<file path="config.mk">
export PLATFORM = sky130hd
export DESIGN_NAME = alarm_unit
export DESIGN_NICKNAME = d
export VERILOG_FILES = /design/src/rtl/clock_pkg.sv /design/src/rtl/wrap_updown_cnt.sv /design/src/rtl/alarm_unit.sv
export SDC_FILE = /design/constraint.sdc
export NUM_CORES = 1
export LEC_CHECK = 0
export CAP_MARGIN = 20
export CORE_AREA = 3 3 88 90
export DETAILED_ROUTE_END_ITERATION = 16
export DIE_AREA = 0 0 91 93
export PLACE_DENSITY = 0.59
export REMOVE_ABC_BUFFERS = 1
export SYNTH_ARGS = -nofsm -noshare
export SYNTH_HDL_FRONTEND = slang
export SYNTH_SLANG_ARGS = --single-unit
</file>
<file path="constraint.sdc">
create_clock -name clock -period 5.5 [get_ports clock]
set_input_delay 1.1 -clock clock [delete_from_list [all_inputs] [get_ports clock]]
set_output_delay 1.1 -clock clock [all_outputs]
set_load 0.02 [all_outputs]
</file>
<file path="src/rtl/clock_pkg.sv">
// Shared definitions for the clock/alarm slice: state codes, field limits and field select.
package clock_pkg;

    typedef enum logic [1:0] {
        ST_IDLE   = 2'd0,
        ST_RING   = 2'd1,
        ST_SNOOZE = 2'd2
    } alarm_state_t;

    localparam int DEF_HOUR_MAX = 23;
    localparam int DEF_MIN_MAX  = 59;

    localparam logic SEL_MIN  = 1'b0;
    localparam logic SEL_HOUR = 1'b1;

    // Counter width for a count of n seconds, never narrower than one bit.
    function automatic int cnt_width(input int n);
        return (n > 1) ? $clog2(n) : 1;
    endfunction

endpackage

</file>
<file path="src/rtl/wrap_updown_cnt.sv">
// Settable field counter that wraps at MAX going up and at 0 going down.
module wrap_updown_cnt #(
    parameter int W   = 6,
    parameter int MAX = 59
) (
    input  logic         clock,
    input  logic         reset,
    input  logic         en,
    input  logic         inc,
    input  logic         dec,
    output logic [W-1:0] value
);

    localparam logic [W-1:0] TOP = W'(MAX);

    // inc and dec together cancel out, leaving the field unchanged.
    always_ff @(posedge clock or posedge reset) begin
        if (reset) begin
            value <= '0;
        end else if (en && inc && !dec) begin
            value <= (value == TOP) ? '0 : value + 1'b1;
        end else if (en && dec && !inc) begin
            value <= (value == '0) ? TOP : value - 1'b1;
        end
    end

endmodule

</file>
<file path="src/rtl/alarm_unit.sv">
// Alarm time store plus ring/snooze/timeout state machine driven by the 1 Hz tick.
module alarm_unit
    import clock_pkg::*;
#(
    parameter int W           = 6,
    parameter int HOUR_MAX    = DEF_HOUR_MAX,
    parameter int MIN_MAX     = DEF_MIN_MAX,
    parameter int RING_SECS   = 60,
    parameter int SNOOZE_SECS = 300
) (
    input  logic         clock,
    input  logic         reset,
    input  logic         tick_sec,
    input  logic         setting,
    input  logic         sel_field,
    input  logic         step_up,
    input  logic         step_down,
    input  logic         alarm_on,
    input  logic [W-1:0] cur_hour,
    input  logic [W-1:0] cur_min,
    input  logic [W-1:0] cur_sec,
    input  logic         snooze,
    input  logic         stop,
    output logic [W-1:0] alarm_hour,
    output logic [W-1:0] alarm_min,
    output logic         ringing,
    output logic [1:0]   state
);

    localparam int RW = cnt_width(RING_SECS);
    localparam int SW = cnt_width(SNOOZE_SECS);
    localparam logic [RW-1:0] RING_LAST = RW'(RING_SECS - 1);
    localparam logic [SW-1:0] SNZ_LAST  = SW'(SNOOZE_SECS - 1);

    alarm_state_t  state_q;
    logic [RW-1:0] ring_cnt;
    logic [SW-1:0] snz_cnt;
    logic          hour_en;
    logic          min_en;
    logic          time_match;
    logic          force_idle;

    assign hour_en = setting && (sel_field == SEL_HOUR);
    assign min_en  = setting && (sel_field == SEL_MIN);

    wrap_updown_cnt #(.W(W), .MAX(HOUR_MAX)) u_hour (
        .clock (clock),
        .reset (reset),
        .en    (hour_en),
        .inc   (step_up),
        .dec   (step_down),
        .value (alarm_hour)
    );

    wrap_updown_cnt #(.W(W), .MAX(MIN_MAX)) u_min (
        .clock (clock),
        .reset (reset),
        .en    (min_en),
        .inc   (step_up),
        .dec   (step_down),
        .value (alarm_min)
    );

    // Second zero pins the trigger to a single tick per matching minute.
    assign time_match = (cur_hour == alarm_hour) && (cur_min == alarm_min) && (cur_sec == '0);
    assign force_idle = setting || !alarm_on;

    // tick_sec, step_up, step_down, snooze and stop are single-cycle pulses sampled on
    // the rising edge; there is no back-pressure, every pulse is acted on in its own cycle.
    always_ff @(posedge clock or posedge reset) begin
        if (reset) begin
            state_q  <= ST_IDLE;
            ringing  <= 1'b0;
            ring_cnt <= '0;
            snz_cnt  <= '0;
        end else if (force_idle) begin
            state_q  <= ST_IDLE;
            ringing  <= 1'b0;
            ring_cnt <= '0;
            snz_cnt  <= '0;
        end else begin
            case (state_q)
                ST_IDLE: begin
                    if (tick_sec && time_match) begin
                        state_q  <= ST_RING;
                        ringing  <= 1'b1;
                        ring_cnt <= '0;
                    end
                end
                ST_RING: begin
                    if (stop) begin
                        state_q  <= ST_IDLE;
                        ringing  <= 1'b0;
                        ring_cnt <= '0;
                    end else if (snooze) begin
                        state_q  <= ST_SNOOZE;
                        ringing  <= 1'b0;
                        ring_cnt <= '0;
                        snz_cnt  <= '0;
                    end else if (tick_sec) begin
                        if (ring_cnt == RING_LAST) begin
                            state_q  <= ST_IDLE;
                            ringing  <= 1'b0;
                            ring_cnt <= '0;
                        end else begin
                            ring_cnt <= ring_cnt + 1'b1;
                        end
                    end
                end
                ST_SNOOZE: begin
                    if (stop) begin
                        state_q <= ST_IDLE;
                        ringing <= 1'b0;
                        snz_cnt <= '0;
                    end else if (tick_sec) begin
                        if (snz_cnt == SNZ_LAST) begin
                            state_q  <= ST_RING;
                            ringing  <= 1'b1;
                            ring_cnt <= '0;
                            snz_cnt  <= '0;
                        end else begin
                            snz_cnt <= snz_cnt + 1'b1;
                        end
                    end
                end
                default: begin
                    state_q  <= ST_IDLE;
                    ringing  <= 1'b0;
                    ring_cnt <= '0;
                    snz_cnt  <= '0;
                end
            endcase
        end
    end

    assign state = state_q;

endmodule

</file>
==> flow_results.org <==
** Worst setup path
- Startpoint of the worst register-to-register path :: u_hour.value[4]$_DFFE_PP0P_
- Endpoint required time on the critical path :: 5.66 ns
- Measured in cells, the most critical reg-to-reg path has a length of 5.
- Of all nets on the critical path, the largest fanout is 7.
- R2R setup slack :: 3.13 ns
- The worst setup path is captured at a flip-flop.
- Worst endpoint data arrival time :: 3.31 ns
- Capturing element of the worst setup path :: ring_cnt[1]$_DFFE_PP0P_
- Tracing the worst setup path back leads to its startpoint at tick_sec.
- Capture instance of the worst register-to-register path :: ring_cnt[1]$_DFFE_PP0P_
- The worst setup path is launched from a primary input.
- The critical path in this run is classified as in -> reg.

** Yosys
- Post-synthesis instance area :: 0.00231 mm^2
- Average size of a mapped cell :: 8.18 um^2
- Top post-synthesis cells by area :: sky130_fd_sc_hd__dfrtp_1 33%, sky130_fd_sc_hd__xnor2_1 5.7%, sky130_fd_sc_hd__a21oi_1 4.3%
- By count the netlist is led by 30 x sky130_fd_sc_hd__dfrtp_1, 24 x sky130_fd_sc_hd__nand2_1, 22 x sky130_fd_sc_hd__nor2_1, 20 x sky130_fd_sc_hd__a21oi_1, 20 x sky130_fd_sc_hd__o21ai_0.
- Yosys mapped a number of flops with a built-in enable equal to 0.
- Most frequently used cell type in the post-synthesis netlist :: sky130_fd_sc_hd__dfrtp_1
- Ys async rst share :: 100%
- Synthesis inferred 30 register bits.
- Summed over all instances, the cell type with the most area after synthesis is sky130_fd_sc_hd__dfrtp_1.
- Top-area cell type share of the netlist area :: 32.5%
- Count of unique library cells instantiated by Yosys :: 53
- For this run, the register share of the synthesized area comes to 32.5%.
- The cell count after synthesis came out at 282.
- The most used flip-flop cell after synthesis is sky130_fd_sc_hd__dfrtp_1.
- Total number of yosys warnings :: 0

** Worst hold path
- Along the worst hold path, the cell count comes to 1.
- Min-delay worst type :: reg -> reg

** Final layout
- The number of antenna diodes in the final layout is 0.
- The finished cells cover 0.00290 mm^2.
- Layout overhead on the synthesized area :: 25.8%
- After the last flow step, the layout net total stands at 352.
- Filler instances :: 736
- Share of cells above drive strength 1 :: 6.31%
- The sequential cells in the finished layout cover a total of 751 um^2.
- The multi-input combinational cells in the finished layout cover a total of 0.00144 mm^2.

** STA
- Across the routed clock network, the largest skew measured is 0.00546 ns.
- Max-Slew Margin vs Limit :: 43.8%
- Setup repair after global routing left no endpoint under its margin.
- The clock period could shrink to 3.15 ns.
- Static timing analysis puts the maximum clock frequency at 318 MHz.
- After layout, the worst path uses 57.3% of the clock period.
- Transition time of the tightest slew-check pin :: 0.841 ns
- Final-report max-slew violation count :: 0
- Adding up every negative setup slack in the final design gives 0 ns.
- Number of hold violations in the final report :: 0
- Final hold analysis gives a worst-case slack of 0.501 ns.
- Setup violation total in the final timing report :: 0

** Power
- Of the total power, the share spent switching nets is 41.6%.
- Across the VDD grid, the largest voltage drop is 190 uV.
- Power density over the cells :: 354 mW/mm^2
- The internal power of the cells totals 0.599 mW.
- After layout, the design draws a total of 1.03 mW.
- Psw :: 0.427 mW
- In this run, the clock network consumes 20.6% of the power.
- Sequential Power Share :: 36.2%
- For this design the static power due to leakage is 1.09 nW.
- Share of total power in combinational logic :: 43.2%

** Route
- Overall routed net length :: 5.91 mm
- Once detail routing completed, the nets flagged for antenna violations numbered 0.
- Dividing the detail-routed via count by the number of cells gives 5.34.
- DR vias :: 2222
- The first routing iteration left 94 violations.
- For this run, the detailed router's first-pass iteration total came to 4.
- In the final routed layout, each cell accounts on average for 14.2 um.
- Count of unresolved DRC violations after routing :: 0

** Global routing
- The number of global-route vias before repair is 2112.
- Total grt overflow :: 0
- Entering global routing, the biggest net connects 31 pins.
- GRT Util Overall :: 14.0%
- Wire length of the first global-routing pass :: 9.75 mm
- The initial antenna violation count came to 0.

** Clock tree
- CTS sink count :: 30
- Hold-fix buffers, CTS :: 0
- In this run the clock root is driven by a sky130_fd_sc_hd__clkbuf_8.
- Counting the buffers created by CTS gives 5.
- TritonCTS built the clock tree.
- Clock input transition at the sequential cells of the worst setup and hold paths :: 0.07 ns
- Clk buf depth :: 2
- Post-CTS setup buffers :: 0
- Cells resized by post-CTS repair :: 0
- Clock network latency to the later pin of the worst-skew pair :: 0.28 ns
- The H-tree generated during clock tree synthesis spans 2 levels.

** Die
- Horizontal extent of the die :: 91 um
- IO Pins :: 43
- Core region area :: 0.00714 mm^2
- Full die area :: 0.00846 mm^2
- Die height :: 93 um
- Initial cell density of the core :: 32.3%
- Count of standard-cell rows :: 31

** Placement
- HPWL after DPL :: 4.39 mm
- Count of input and output buffers :: 42
- Global placement routability congestion :: 0.823
- DP Area :: 0.00279 mm^2

** Run
- MaxCap Viol Count :: 0

** Status
- Run status :: completed
state kept, by name, summed over array words and instances, names as in the netlist:
register	cells
ring_cnt	6
ringing	1
state	2
u_hour.value	6
u_min.value	6
snz_cnt	9
cell usage in the layout (no fill, tap or decap), types with 11 or more instances in the layout:
master,instances
sky130_fd_sc_hd__o21ai_0,20
sky130_fd_sc_hd__nor2_1,22
sky130_fd_sc_hd__xnor2_1,15
sky130_fd_sc_hd__dfrtp_1,30
sky130_fd_sc_hd__inv_1,11
sky130_fd_sc_hd__nand2_1,24
sky130_fd_sc_hd__a21oi_1,20
sky130_fd_sc_hd__nand3_1,13
sky130_fd_sc_hd__clkdlybuf4s50_1,42
worst max-delay path: stages:
cell and delay, ns:
sky130_fd_sc_hd__clkdlybuf4s50_1 0.61, sky130_fd_sc_hd__nor4b_2 0.24, sky130_fd_sc_hd__nand2_1 0.09, sky130_fd_sc_hd__or4_4 0.55, sky130_fd_sc_hd__a211oi_4 0.39, sky130_fd_sc_hd__mux2_4 0.34
metal layers:
layer,share of wire [%],track usage [%],wire length (um)
met1,48,17.9,2830
met2,48,24.0,2820
met3,3.7,2.82,219
met4,0.76,3.89,45
met5,0,0,0
power groups by stage:
stage               combinational [mW]  clock (mW)  sequential (mW)
detailed placement               0.446           0            0.375
CTS                              0.448       0.215            0.371
floorplan                        0.239           0            0.392
finish                           0.443       0.212            0.371
global placement                 0.442           0            0.375
global route                     0.493       0.227            0.382
worst min path at each step:
stage | from | end | slack (ns)
after detailed placement | ring_cnt[5]$_DFFE_PP0P_ | ring_cnt[5]$_DFFE_PP0P_ | 0.49
final | ring_cnt[4]$_DFFE_PP0P_ | ring_cnt[4]$_DFFE_PP0P_ | 0.50
after global routing | ring_cnt[5]$_DFFE_PP0P_ | ring_cnt[5]$_DFFE_PP0P_ | 0.51
after CTS | ring_cnt[5]$_DFFE_PP0P_ | ring_cnt[5]$_DFFE_PP0P_ | 0.49
after global placement | ring_cnt[4]$_DFFE_PP0P_ | ring_cnt[4]$_DFFE_PP0P_ | 0.48
after floorplan | ring_cnt[5]$_DFFE_PP0P_ | ring_cnt[5]$_DFFE_PP0P_ | 0.45
logic make-up (layout without fill, tap and decap cells):
| kind of cell | count (synthesis) | in the layout | synth area share, % |
|---|---|---|---|
| flops | 30 | 30 | 32.5 |
| simple gates | 113 | 113 | 26.6 |
| compound gates | 83 | 83 | 23.6 |
| buf+inv | 28 | 63 | 5.04 |
| mux | 1 | 1 | 0.651 |
| xor+xnor | 19 | 19 | 7.21 |
| fa+ha+maj | 8 | 8 | 4.34 |
stage by stage:
stage	util, %	cells	setup WS [ns]
after floorplan	-	265	2.75
after global placement	39.1	408	2.09
after detailed placement	39.1	408	2.06
after CTS	40.7	416	2.35
after global routing	40.7	416	2.17
final	40.7	416	2.35
area by class of cell:
cell class	instances	share of cell area, %
Sequential cell	30	25.9
Inverter	11	1.42
Timing Repair Buffer	44	15.0
Multi-Input combinational cell	224	49.6
Tap cell	99	4.27
Clock buffer	8	3.79
Note: power is estimated with default switching activity, not from simulation.
